[src/rtl/fetch_queue_if.sv]
// Fetch front-end bus bundle: instruction-memory request/response plus decode-side FIFO head.
interface fetch_queue_if #(
    parameter int unsigned PC_WIDTH = 8,
    parameter int unsigned DEPTH    = 4
);
    logic                       redirect;
    logic [PC_WIDTH-1:0]        redirect_pc;
    logic                       imem_req;
    logic [PC_WIDTH-1:0]        imem_addr;
    logic                       imem_gnt;
    logic                       imem_rvalid;
    logic [31:0]                imem_rdata;
    logic                       inst_valid;
    logic [31:0]                inst;
    logic [PC_WIDTH-1:0]        inst_pc;
    logic                       inst_ready;
    logic [$clog2(DEPTH):0]     count;

    // Fetch unit side
    modport master (
        input  redirect, redirect_pc, imem_gnt, imem_rvalid, imem_rdata, inst_ready,
        output imem_req, imem_addr, inst_valid, inst, inst_pc, count
    );

    // Memory / decode environment side
    modport slave (
        output redirect, redirect_pc, imem_gnt, imem_rvalid, imem_rdata, inst_ready,
        input  imem_req, imem_addr, inst_valid, inst, inst_pc, count
    );
endinterface

[src/rtl/fetch_queue.sv]
// Instruction fetch front end: owns the PC, issues pipelined imem requests under a credit
// limit, buffers responses in a prefetch FIFO and flushes everything on redirect.
module fetch_queue #(
    parameter int unsigned         PC_WIDTH = 8,
    parameter int unsigned         DEPTH    = 4,
    parameter logic [PC_WIDTH-1:0] RESET_PC = '0
) (
    input  logic          clk,
    input  logic          rst,
    fetch_queue_if.master bus
);
    localparam int unsigned AW = $clog2(DEPTH);
    localparam int unsigned CW = AW + 1;
    localparam logic [CW-1:0] DepthC = CW'(DEPTH);
    localparam logic [CW:0]   DepthW = (CW + 1)'(DEPTH);

    logic [PC_WIDTH-1:0] fetch_pc_q, fetch_pc_d;
    logic [PC_WIDTH-1:0] resp_pc_q, resp_pc_d;
    logic [CW-1:0]       outstanding_q, outstanding_d;
    logic [CW-1:0]       drop_cnt_q, drop_cnt_d;
    logic [CW-1:0]       count_q, count_d;
    logic [AW-1:0]       rd_ptr_q, rd_ptr_d;
    logic [AW-1:0]       wr_ptr_q, wr_ptr_d;
    logic [31:0]         inst_mem_q [DEPTH];
    logic [PC_WIDTH-1:0] pc_mem_q   [DEPTH];

    logic                grant;
    logic                push;
    logic                pop;
    logic [CW:0]         credits_used;
    logic [PC_WIDTH-1:0] redirect_aligned;

    // Request credit, handshake qualifiers and FIFO head outputs
    always_comb begin
        credits_used     = {1'b0, outstanding_q} + {1'b0, count_q};
        redirect_aligned = {bus.redirect_pc[PC_WIDTH-1:2], 2'b00};
        bus.imem_req     = !rst && !bus.redirect && (credits_used < DepthW);
        bus.imem_addr    = fetch_pc_q;
        grant            = bus.imem_req && bus.imem_gnt;
        bus.inst_valid   = (count_q != '0);
        bus.inst         = inst_mem_q[rd_ptr_q];
        bus.inst_pc      = pc_mem_q[rd_ptr_q];
        bus.count        = count_q;
        // Redirect swallows any response or pop in its own cycle
        push             = bus.imem_rvalid && (drop_cnt_q == '0) && !bus.redirect;
        pop              = bus.inst_valid && bus.inst_ready && !bus.redirect;
    end

    // Next-state for PCs, in-flight accounting and FIFO pointers
    always_comb begin
        fetch_pc_d    = fetch_pc_q;
        resp_pc_d     = resp_pc_q;
        drop_cnt_d    = drop_cnt_q;
        count_d       = count_q;
        rd_ptr_d      = rd_ptr_q;
        wr_ptr_d      = wr_ptr_q;
        outstanding_d = outstanding_q + CW'(grant) - CW'(bus.imem_rvalid);

        if (bus.redirect) begin
            fetch_pc_d = redirect_aligned;
            resp_pc_d  = redirect_aligned;
            // Every request already granted must have its response discarded; a response
            // arriving right now is consumed here regardless.
            drop_cnt_d = outstanding_q - CW'(bus.imem_rvalid);
            count_d    = '0;
            rd_ptr_d   = '0;
            wr_ptr_d   = '0;
        end else begin
            if (grant) begin
                fetch_pc_d = fetch_pc_q + PC_WIDTH'(4);
            end
            if (bus.imem_rvalid && (drop_cnt_q != '0)) begin
                drop_cnt_d = drop_cnt_q - CW'(1);
            end
            if (push) begin
                resp_pc_d = resp_pc_q + PC_WIDTH'(4);
                wr_ptr_d  = wr_ptr_q + AW'(1);
            end
            if (pop) begin
                rd_ptr_d = rd_ptr_q + AW'(1);
            end
            count_d = count_q + CW'(push) - CW'(pop);
        end
    end

    // Control state registers
    always_ff @(posedge clk or posedge rst) begin
        if (rst) begin
            fetch_pc_q    <= RESET_PC;
            resp_pc_q     <= RESET_PC;
            outstanding_q <= '0;
            drop_cnt_q    <= '0;
            count_q       <= '0;
            rd_ptr_q      <= '0;
            wr_ptr_q      <= '0;
        end else begin
            fetch_pc_q    <= fetch_pc_d;
            resp_pc_q     <= resp_pc_d;
            outstanding_q <= outstanding_d;
            drop_cnt_q    <= drop_cnt_d;
            count_q       <= count_d;
            rd_ptr_q      <= rd_ptr_d;
            wr_ptr_q      <= wr_ptr_d;
        end
    end

    // FIFO storage; reset contents so the head reads {0, RESET_PC} out of reset
    always_ff @(posedge clk or posedge rst) begin
        if (rst) begin
            for (int i = 0; i < int'(DEPTH); i++) begin
                inst_mem_q[i] <= '0;
                pc_mem_q[i]   <= RESET_PC;
            end
        end else if (push) begin
            inst_mem_q[wr_ptr_q] <= bus.imem_rdata;
            pc_mem_q[wr_ptr_q]   <= resp_pc_q;
        end
    end

    // The credit rule keeps a free slot for every in-flight response
    push_not_full: assert property (@(posedge clk) disable iff (rst) push |-> (count_q < DepthC));
    credit_bound:  assert property (@(posedge clk) disable iff (rst) credits_used <= DepthW);

endmodule

[src/flat_wrapper.sv]
// flat-port wrapper written by rule: the top's interface ports become plain ports
module fetch_queue_flat 
#(
    parameter int unsigned         PC_WIDTH = 8,
    parameter int unsigned         DEPTH    = 4,
    parameter logic [PC_WIDTH-1:0] RESET_PC = '0
)
  (clk, rst, bus_redirect, bus_redirect_pc, bus_imem_gnt, bus_imem_rvalid, bus_imem_rdata, bus_inst_ready, bus_imem_req, bus_imem_addr, bus_inst_valid, bus_inst, bus_inst_pc, bus_count);
  fetch_queue_if #(.PC_WIDTH(PC_WIDTH), .DEPTH(DEPTH)) bus_i ();
  input  logic clk;
  input  logic rst;
  input wire logic [$bits(bus_i.redirect)-1:0] bus_redirect;
  input wire logic [$bits(bus_i.redirect_pc)-1:0] bus_redirect_pc;
  input wire logic [$bits(bus_i.imem_gnt)-1:0] bus_imem_gnt;
  input wire logic [$bits(bus_i.imem_rvalid)-1:0] bus_imem_rvalid;
  input wire logic [$bits(bus_i.imem_rdata)-1:0] bus_imem_rdata;
  input wire logic [$bits(bus_i.inst_ready)-1:0] bus_inst_ready;
  output wire logic [$bits(bus_i.imem_req)-1:0] bus_imem_req;
  output wire logic [$bits(bus_i.imem_addr)-1:0] bus_imem_addr;
  output wire logic [$bits(bus_i.inst_valid)-1:0] bus_inst_valid;
  output wire logic [$bits(bus_i.inst)-1:0] bus_inst;
  output wire logic [$bits(bus_i.inst_pc)-1:0] bus_inst_pc;
  output wire logic [$bits(bus_i.count)-1:0] bus_count;
  assign bus_i.redirect = bus_redirect;
  assign bus_i.redirect_pc = bus_redirect_pc;
  assign bus_i.imem_gnt = bus_imem_gnt;
  assign bus_i.imem_rvalid = bus_imem_rvalid;
  assign bus_i.imem_rdata = bus_imem_rdata;
  assign bus_i.inst_ready = bus_inst_ready;
  assign bus_imem_req = bus_i.imem_req;
  assign bus_imem_addr = bus_i.imem_addr;
  assign bus_inst_valid = bus_i.inst_valid;
  assign bus_inst = bus_i.inst;
  assign bus_inst_pc = bus_i.inst_pc;
  assign bus_count = bus_i.count;
  fetch_queue #(.PC_WIDTH(PC_WIDTH), .DEPTH(DEPTH), .RESET_PC(RESET_PC)) u_core (.clk(clk), .rst(rst), .bus(bus_i));
endmodule
[config.mk]
export PLATFORM = sky130hd
export DESIGN_NAME = fetch_queue_flat
export DESIGN_NICKNAME = d
export VERILOG_FILES = /design/src/rtl/fetch_queue_if.sv /design/src/rtl/fetch_queue.sv /design/src/flat_wrapper.sv
export SDC_FILE = /design/constraint.sdc
export NUM_CORES = 1
export LEC_CHECK = 0
export ABC_CLOCK_PERIOD_IN_PS = 4600
export BUFFER_PORTS_ARGS = -buffer_cell sky130_fd_sc_hd__buf_2
export CAP_MARGIN = 20
export CORE_MARGIN = 2
export CORE_UTILIZATION = 52
export DETAILED_ROUTE_END_ITERATION = 12
export GPL_TIMING_DRIVEN = 0
export PLACE_DENSITY = 0.75
export SLEW_MARGIN = 10
export SYNTH_ARGS = -nofsm -noshare
export SYNTH_HDL_FRONTEND = slang
export SYNTH_SLANG_ARGS = --single-unit
[constraint.sdc]
create_clock -name clk -period 4.6 [get_ports clk]
set_clock_uncertainty 0.05 [all_clocks]
set_input_delay 0.23 -clock clk [delete_from_list [all_inputs] [get_ports clk]]
set_output_delay 0.23 -clock clk [all_outputs]
set_load 0.005 [all_outputs]
# Word level (Yosys, flattened, before mapping)
# Cells that the tools add are included.
[word_totals]
register_bits = 189
output_inout_bits = 53
elab_cells = 73
[op_classes]
add_sub_neg = 11
magnitude_cmp = 4
n_mux = 23
n_bitwise = 2
reduce_logical = 18
[ops]
columns = ["operator", "n"]
rows = [
  ["$bwmux W128", 1],
  ["$mux W32", 3],
  ["$bmux W32 S2", 1],
  ["$demux W32 S2", 1],
  ["$mux W8", 7],
  ["$bwmux W32", 1],
  ["$add A8 B3 Y8 const B", 2],
  ["$bmux W8 S2", 1],
  ["$demux W8 S2", 1],
  ["$logic_and A1 B1 Y1", 9],
  ["$mux W3", 3],
  ["$sub A3 B1 Y3", 3],
  ["$mux W2", 4],
  ["$reduce_bool A2 Y1", 4],
  ["$add A3 B1 Y3", 2],
  ["$ge A3 B3 Y1 const B", 2],
  ["$not A2 Y3", 2],
  ["$reduce_bool A3 Y1", 2],
  ["$add A2 B1 Y2 const B", 2],
  ["$add A3 B3 Y4", 1],
  ["$lt A4 B3 Y1 const B", 1],
  ["$logic_not A3 Y1", 1],
  ["$lt A3 B1 Y1 const B", 1],
  ["$sub A3 B1 Y3 const B", 1],
  ["$logic_not A1 Y1", 2],
]

# Logic depth before layout (Yosys ltp)
# Gate-level depths: netlist of the first run.
[logic_depth]
depth_word = 6
mapped_depth = 10

# Worst setup path after synthesis of the first run
# No wires, ideal clock.
[synth_path]
kind = "register -> register"
from = "register u_core.count_q[1], in the netlist u_core.bus.count[1]"
to = "register u_core.count_q[2], in the netlist u_core.bus.count[2]"
arrival_ns = 2.043
required_time_ns = 4.418
slack_ns = 2.376
path_stages_with_launch = 11
n_path_buf = 0
synth_period_minus_slack_ns = 2.224
cell_sequence = "dfrtp_1 > or3_1 > nand2_1 > nor2_1 > ha_1 > inv_1 > ha_1 > inv_1 > fa_1 > xnor2_1 > nor2_1"
[synth_via]
elab_chain_cells = 5
[synth_rtl]
columns = ["item", "line_no", "source"]
rows = [
  ["start: declaration", "fetch_queue.sv:21", "logic [CW-1:0] count_q, count_d;"],
  ["start signal: assignment", "fetch_queue.sv:101", "count_q <= count_d;"],
  ["$reduce_bool A3 Y1", "fetch_queue.sv:40", "bus.inst_valid = (count_q != '0);"],
  ["via bus_inst_valid", "flat_wrapper.sv:20", "output wire logic [$bits(bus_i.inst_valid)-1:0] bus_inst_valid;"],
  ["$logic_and A1 B1 Y1 (2 in a row)", "fetch_queue.sv:46", "pop = bus.inst_valid && bus.inst_ready && !bus.redirect;"],
  ["$sub A3 B1 Y3", "fetch_queue.sv:82", "count_d = count_q + CW'(push) - CW'(pop);"],
  ["$mux W3", "fetch_queue.sv:59", "if (bus.redirect) begin"],
  ["via u_core.count_d[2]", "fetch_queue.sv:21", ""],
]
# The timed path passes the listed nets, and every way through them passes these cells.
# A chain may end at the register's enable or synchronous reset.

# Worst setup path in the final report of the first run
[layout_path]
from = "register u_core.rd_ptr_q[1]"
to = "output bus_inst_pc[5]"
[layout_via]
elab_chain_cells = 4
[layout_rtl]
columns = ["item", "line_no", "source"]
rows = [
  ["start: declaration", "fetch_queue.sv:22", "logic [AW-1:0] rd_ptr_q, rd_ptr_d;"],
  ["start signal: assignment", "fetch_queue.sv:102", "rd_ptr_q <= rd_ptr_d;"],
  ["$not A2 Y3 (not written as such)", "fetch_queue.sv:42", "bus.inst_pc = pc_mem_q[rd_ptr_q];"],
  ["$bmux W8 S2", "fetch_queue.sv:42", ""],
  ["$mux W8 (not written as such) (2 in a row)", "fetch_queue.sv:42", ""],
  ["end: declaration", "flat_wrapper.sv:22", "output wire logic [$bits(bus_i.inst_pc)-1:0] bus_inst_pc;"],
]
# Every way passes these cells. The select of a mux whose other input is x is not followed.

==> metrics.md, run 1 <==
| Metric | Value |
|---|---|
| Flops & latches, synth | 177 |
| Vias per cell | 5.583 |
| Min-Delay Path Class | input port to register |
| Setup TNS | 0 ps |
| Root Driver | clkbuf_16 |
| DIE WIDTH | 128.6 microns |
| Worst-case hold slack | 21.78 ps |
| Die Height | 128.6 microns |
| Fmax | 0.3846 GHz |
| Leak pwr | 4.800 nW |
| Asr flop ratio synth | 100.0% |
| Dpl hpwl | 11,270 microns |
| Core area | 15,200 sq um |
| Vias in the first global route | 5,285 |
| CP Class | register to primary output |
| Combinational share of power | 28.9% |
| GRT Util Overall | 21.47% |
| Longest Clk Path Bufs | 2 |
| CTS clock-pin slew for the worst setup and hold paths | 60 ps |
| Vias | 4,801 |
| Critical Path Fanout Max | 10 |
| Synth Flop Type | dfrtp_1 |
| First-pass GRT wire length | 26,810 microns |
| Clock power frac | 29.7% |
| Sequential element share of the synthesized area | 54.88% |
| Inserted Clock Buffers | 17 |
| GP Congestion | 0.7723 |
| PnR Total Power | 5.140 mW |
| CTS resizes | 0 |
| I/O pin cnt | 99 |
| First-pass DRT Iterations | 4 |
| Number of nets in the layout | 723 |
| Worst-Margin Slew | 746.1 ps |
| Clock sinks | 177 |
| Initial antenna violation count | 2 |
| Cell area after synthesis | 8070 sq um |
| CP Launch Point | u_core.rd_ptr_q[1] |
| RSZ-0062 raised after global routing | no |
| Drt first-iter violations | 248 |
| Synth Area per Inst | 15.43 sq um |
| Remaining global-route overflow | 0 |
| Pin count of the biggest net entering global routing | 42 |
| Multi-input gate area | 3383 sq um |
| Sw Share | 27.68% |
| Critical Path RT | 4320 ps |
| Clock latency at the later pin of the worst-skew pair | 420 ps |
| H-tree Lvls | 4 |
| Buffers on Ports | 92 |
| Cell Area, Placed | 8861 sq um |
| Slew margin rel. | 50.16% |
| Drt wl/cell | 19.06 microns |
| NetSw | 1.423 mW |
| HP Start | bus_imem_rdata[31] |
| Post-DRT Antenna Nets | 0 |
| # DRC | 0 |
| Hold Fails Final Rpt | 0 |
| Final setup vio count | 0 |
| Commonest non-fill, non-tap cell in the layout | dfrtp_1 |
| Period utilization | 56.53% |
| Crit start category | register |
| Drt total wl | 16,390 microns |
| Register area | 4429 sq um |
| Outcome | completed |
| Netlist cell types | 40 |
| Starting density of the core | 53.09% |
| Max Transition Viols Final | 0 |
| Max-Cap Viols | 0 |
| Area of the die | 16,530 sq um |
| WP data arrival | 2320 ps |
| TritonCTS clock tree | yes |
| Most frequent cells in the layout | dfrtp_1 (177), buf_2 (106), mux2_1 (80) |
| Reg power frac | 41.4% |
| Critical R2R Launch | u_core.bus.count[1] |
| YS warnings | 0 |
| Num rows | 45 |
| Crit path capture type | primary output |
| Internal power | 3.717 mW |
| Number of synthesized flops with an enable pin | 0 |
| Crit path time final | 2600 ps |
| Fill cell count | 1,106 |
| Worst vdd ir | 0.0002927 V |
| Final Instance Area | 9672 sq um |
| Share of layout cells above drive strength 1 | 40.45% |
| Area growth syn-to-layout | 19.85% |
| Pwr dens | 531.4 nW/um^2 |
| Mapped Cells | 523 |
Yosys cell counts, types with 4 or more instances:
| cell | instances | area (sq um) |
|---|---|---|
| dfrtp_1 | 177 | 4429 |
| mux2_1 | 80 | 900.9 |
| mux2_2 | 74 | 833.3 |
| mux4_2 | 38 | 855.8 |
| nand2_1 | 22 | 82.58 |
| ha_1 | 16 | 200.2 |
| buf_2 | 14 | 70.07 |
| inv_1 | 13 | 48.80 |
| nor2_1 | 10 | 37.54 |
| buf_6 | 8 | 90.09 |
| xor2_1 | 8 | 70.07 |
| o21ai_0 | 7 | 35.03 |
| nand3_1 | 6 | 30.03 |
| xnor2_1 | 6 | 52.55 |
| clkbuf_1 | 5 | 18.77 |
| a21oi_1 | 4 | 20.02 |
| a31oi_1 | 4 | 25.02 |
| buf_4 | 4 | 30.03 |
cell families (layout without fill, tap and decap cells):
family | count (synthesis) | after routing | share of synthesized area (%)
xor+xnor | 14 | 14 | 1.519
mux | 194 | 194 | 32.34
compound gates | 20 | 20 | 1.504
flops | 177 | 177 | 54.88
simple gates | 52 | 52 | 3.396
fa+ha+maj | 18 | 18 | 2.977
other cells | 1 | 6 | 0.04647
buf+inv | 47 | 191 | 3.333
registers in the layout (all words and copies together) (netlist names):
register              count
u_core.outstanding_q      3
u_core.bus.count          3
u_core.wr_ptr_q           2
u_core.inst_mem_q       128
u_core.rd_ptr_q           2
u_core.drop_cnt_q         3
u_core.resp_pc_q          6
u_core.pc_mem_q          24
u_core.bus.imem_addr      6
critical path, stage by stage, from the launching register on:
cell	delay (ps)
dfrtp_1	420
buf_2	300
buf_1	590
mux4_2	430
buf_2	150
final timing paths:
check / depth (start not counted) / endpoint / slack (ps)
max: 4 / bus_inst_pc[5] / 2000
min: 2 / u_core.inst_mem_q[31] / 20
max reg2reg: 10 / u_core.bus.count[2] / 2240
min reg2reg: 1 / u_core.pc_mem_q[26] / 440
max in group asynchronous: 5 / u_core.inst_mem_q[98] / 3140
min in group asynchronous: 3 / u_core.outstanding_q[0] / 460
per-stage QoR:
stage	utilization, %	std cells	setup WS [ps]
floorplan	-	526	2053
global placement	57.76	806	1192
detailed placement	58.29	810	2021
CTS	63.59	858	1959
global route	63.60	859	1896
finish	63.62	860	2000
routing by layer:
metal | wire, microns | vias up | GRT usage [%] | share of wire [%]
met3 | 656 | 27 | 5.073 | 4.0
met4 | 384 | 0 | 9.143 | 2.3
met1 | 7030 | 2501 | 27.37 | 43
li1 | - | 2169 | - | -
met2 | 8318 | 104 | 35.64 | 51
met5 | 0 | - | 0 | 0
layout make-up:
cell class / instances / area share, %
clock inverters: 10 / 1.643
well taps: 188 / 2.432
inverters: 14 / 0.5821
multi-input cells: 302 / 34.98
clock buffers: 20 / 4.825
flip-flops and latches: 177 / 45.80
diodes: 2 / 0.05175
repair buffers: 114 / 7.451
plain buffers: 33 / 2.238
power by group through the flow:
stage | Combinational [mW] | Sequential [mW] | Clock [mW]
2_1_floorplan | 1.02 | 2.08 | 0
3_3_place_gp | 1.44 | 2.12 | 0
3_5_place_dp | 1.49 | 2.15 | 0
4_1_cts | 1.52 | 2.13 | 1.56
5_1_grt | 1.65 | 2.17 | 1.62
6_report | 1.48 | 2.13 | 1.53
timing repair:
action,CTS,global route
buffers inserted,0,0
hold buffers,18,0
endpoints found under the hold margin,69,0
(Power assumes the default switching activity.)
==> inputs of run 2 (changes only) <==
ABC_CLOCK_PERIOD_IN_PS = 2590   (was 4600)
CORE_UTILIZATION = 55   (was 52)
PLACE_DENSITY = 0.76   (was 0.75)
clock period = 2.59 ns   (was 4.6 ns; I/O delays follow)
==> metrics.md, run 2 (same netlist as run 1, synthesis figures left out) <==
| Metric | Value |
|---|---|
| Outcome | completed |
| Period utilization | 91.20% |
| PnR Total Power | 8.918 mW (+74%) |
| Number of nets in the layout | 744 (+2.9%) |
| Drt total wl | 16,240 microns (-0.94%) |
| TritonCTS clock tree | yes |
| DIE WIDTH | 125.1 microns (-2.7%) |
| Hold Fails Final Rpt | 0 (unchanged) |
| Placed cells | 806 (-0.49%) |
| GP Congestion | 0.7387 (-4.4%) |
| Inserted Clock Buffers | 17 (unchanged) |
| Max Transition Viols Final | 0 (unchanged) |
| Starting density of the core | 55.95% (+2.9 points) |
| Vias per cell | 5.524 (-1.0%) |
| Initial antenna violation count | 0 (-2) |
| Vias in the first global route | 5,332 (+0.89%) |
| I/O pin cnt | 99 (unchanged) |
| Max-Cap Viols | 0 (unchanged) |
| Vias | 4,839 (+0.79%) |
| Worst vdd ir | 0.0004525 V (+55%) |
| Combinational share of power | 29.9% (+1.0 points) |
| Area growth syn-to-layout | 21.61% |
| Drt first-iter violations | 236 (-4.8%) |
| First-pass DRT Iterations | 4 (unchanged) |
| Antenna cells | 0 (-2) |
| Dpl hpwl | 11,070 microns (-1.8%) |
| Area of the die | 15,660 sq um (-5.3%) |
| Sw Share | 28.37% (+0.70 points) |
| CP Class | register to register |
| Hold Path Sink | u_core.rd_ptr_q[0] |
| Hold depth | 4 (+2) |
| CTS clock-pin slew for the worst setup and hold paths | 60 ps (about the same) |
| Critical Path RT | 2830 ps (-1490 ps) |
| Busiest metal layer after global routing | met2 |
| Pin count of the biggest net entering global routing | 43 (+2.4%) |
| Leak pwr | 4.855 nW (+1.2%) |
| Share of layout cells above drive strength 1 | 39.16% (-1.3 points) |
| Internal power | 6.388 mW (+72%) |
| Critical R2R Launch | u_core.bus.count[1] |
| Largest register by flop count | u_core.inst_mem_q |
| Fmax | 0.4233 GHz |
| R2r endpoint | u_core.bus.count[2] |
| GRT met2 Usage | 38.14% (+2.5 points) |
| Commonest non-fill, non-tap cell in the layout | dfrtp_1 |
| Routing usage on met3 | 4.407% (-0.67 points) |
| Reg power frac | 42.4% (+1.0 points) |
| Max FFs per register | 128 (unchanged) |
| M1 GR Usage | 29.11% (+1.7 points) |
| Crit start category | register |
| Most frequent cells in the layout | dfrtp_1 (176), buf_2 (106), mux2_1 (80) |
| Worst-Margin Slew | 715.3 ps (-30.77 ps) |
| Remaining global-route overflow | 0 (unchanged) |
| WP data arrival | 2610 ps (+290 ps) |
| Root Driver | clkbuf_16 |
| Reg2Reg Setup Slack | 230 ps (-2010 ps) |
| Die Height | 125.1 microns (-2.7%) |
| Num rows | 44 (-2.2%) |
| Buffers on Ports | 92 (unchanged) |
| Longest Clk Path Bufs | 2 (unchanged) |
| # DRC | 0 (unchanged) |
| # Post-CTS Setup Buffers | 0 (unchanged) |
| Fill cell count | 960 (-13%) |
| Drt wl/cell | 18.53 microns (-2.7%) |
| Layout Cells excl Fill | 876 (+1.9%) |
| Critical Path Fanout Max | 5 (-5) |
| Clock sinks | 177 (unchanged) |
| Slew margin rel. | 52.21% (+2.1 points) |
| R2R depth | 10 (unchanged) |
| Crit path capture type | register |
| RSZ-0062 raised after global routing | no |
| H-tree Lvls | 4 (unchanged) |
| Pwr dens | 908.7 nW/um^2 (+71%) |
| Final setup vio count | 0 (unchanged) |
| Util after Layout | 68.04% (+4.4 points) |
| Core area | 14,420 sq um (-5.1%) |
| Clock latency at the later pin of the worst-skew pair | 420 ps (about the same) |
| Clock power frac | 27.7% (-2.0 points) |
| Post-DRT Antenna Nets | 0 (unchanged) |
| GRT Util Overall | 22.42% (+0.95 points) |
| First-pass GRT wire length | 27,380 microns (+2.1%) |
| Largest regs | u_core.inst_mem_q x128, u_core.pc_mem_q x24 |
| HP Start | bus_inst_ready |
| NetSw | 2.530 mW (+78%) |
| Min-Delay Path Class | input port to register |
| Crit path time final | 2362 ps |
-- run 2: what timing repair did --
item,CTS,global route
resized for setup,0,3
hold buffers,39,0
endpoints found under the hold margin,166,0
endpoints found under the setup margin,0,13
-- run 2: power groups by stage --
stage	registers, mW	clock network (mW)	logic [mW]
3_3_place_gp	3.76	0	2.53
3_5_place_dp	3.83	0	2.66
2_1_floorplan	3.70	0	1.81
6_report	3.78	2.47	2.67
4_1_cts	3.78	2.52	2.72
5_1_grt	3.87	2.64	2.96
-- run 2: how the worst max path moves through the flow --
| stage | from | to | slack [ps] | cells past startpoint |
|---|---|---|---|---|
| 3_5_place_dp | bus_redirect | u_core.bus.count[2] | 50 | 11 |
| 3_3_place_gp | rst | u_core.inst_mem_q[42] | -720 | 2 |
| 4_1_cts | u_core.rd_ptr_q[1] | bus_inst[26] | 20 | 4 |
| 2_1_floorplan | rst | u_core.bus.count[0] | 140 | 1 |
| 5_1_grt | u_core.bus.count[1] | u_core.bus.count[2] | 20 | 10 |
| 6_report | u_core.bus.count[1] | u_core.bus.count[2] | 230 | 10 |
-- run 2: area by class of cell --
class                           count  area, sq um  share of cell area (%)
Clock inverter                      9        110.1                   1.122
Timing Repair Buffer              135        930.9                   9.485
Sequential cell                   177         4431                   45.14
Inverter                           14        56.30                  0.5737
Buffer                             33        219.0                   2.231
Multi-Input combinational cell    302         3383                   34.47
Tap cell                          184        230.2                   2.346
Clock buffer                       22        454.2                   4.628
-- run 2: routing by layer --
metal  part of all wire, %  wire length, microns  vias up
met4                   1.8                   295        0
li1                      -                     -     2205
met3                   3.2                   526       24
met5                     0                     0        -
met1                    43                  7030     2511
met2                    52                  8383       99
-- run 2: per-stage QoR --
stage	cell area, sq um	setup TNS, ps	hold WS [ps]	worst slack (ps)
2_1_floorplan	8085	0	200.5	143.9
4_1_cts	9811	0	13.95	16.34
6_report	9814	0	26.85	227.8
3_3_place_gp	8776	-124580	321.3	-715.3
3_5_place_dp	8856	0	242.6	47.48
5_1_grt	9814	0	52.89	22.82
-- run 2: worst max-delay path: stages, from the launching register on --
cell,delay [ps]
dfrtp_2,450
or3_1,410
nand2_1,120
nor2_1,60
ha_1,300
inv_1,60
ha_1,130
inv_1,50
fa_1,370
xnor2_1,170
nor2_1,60
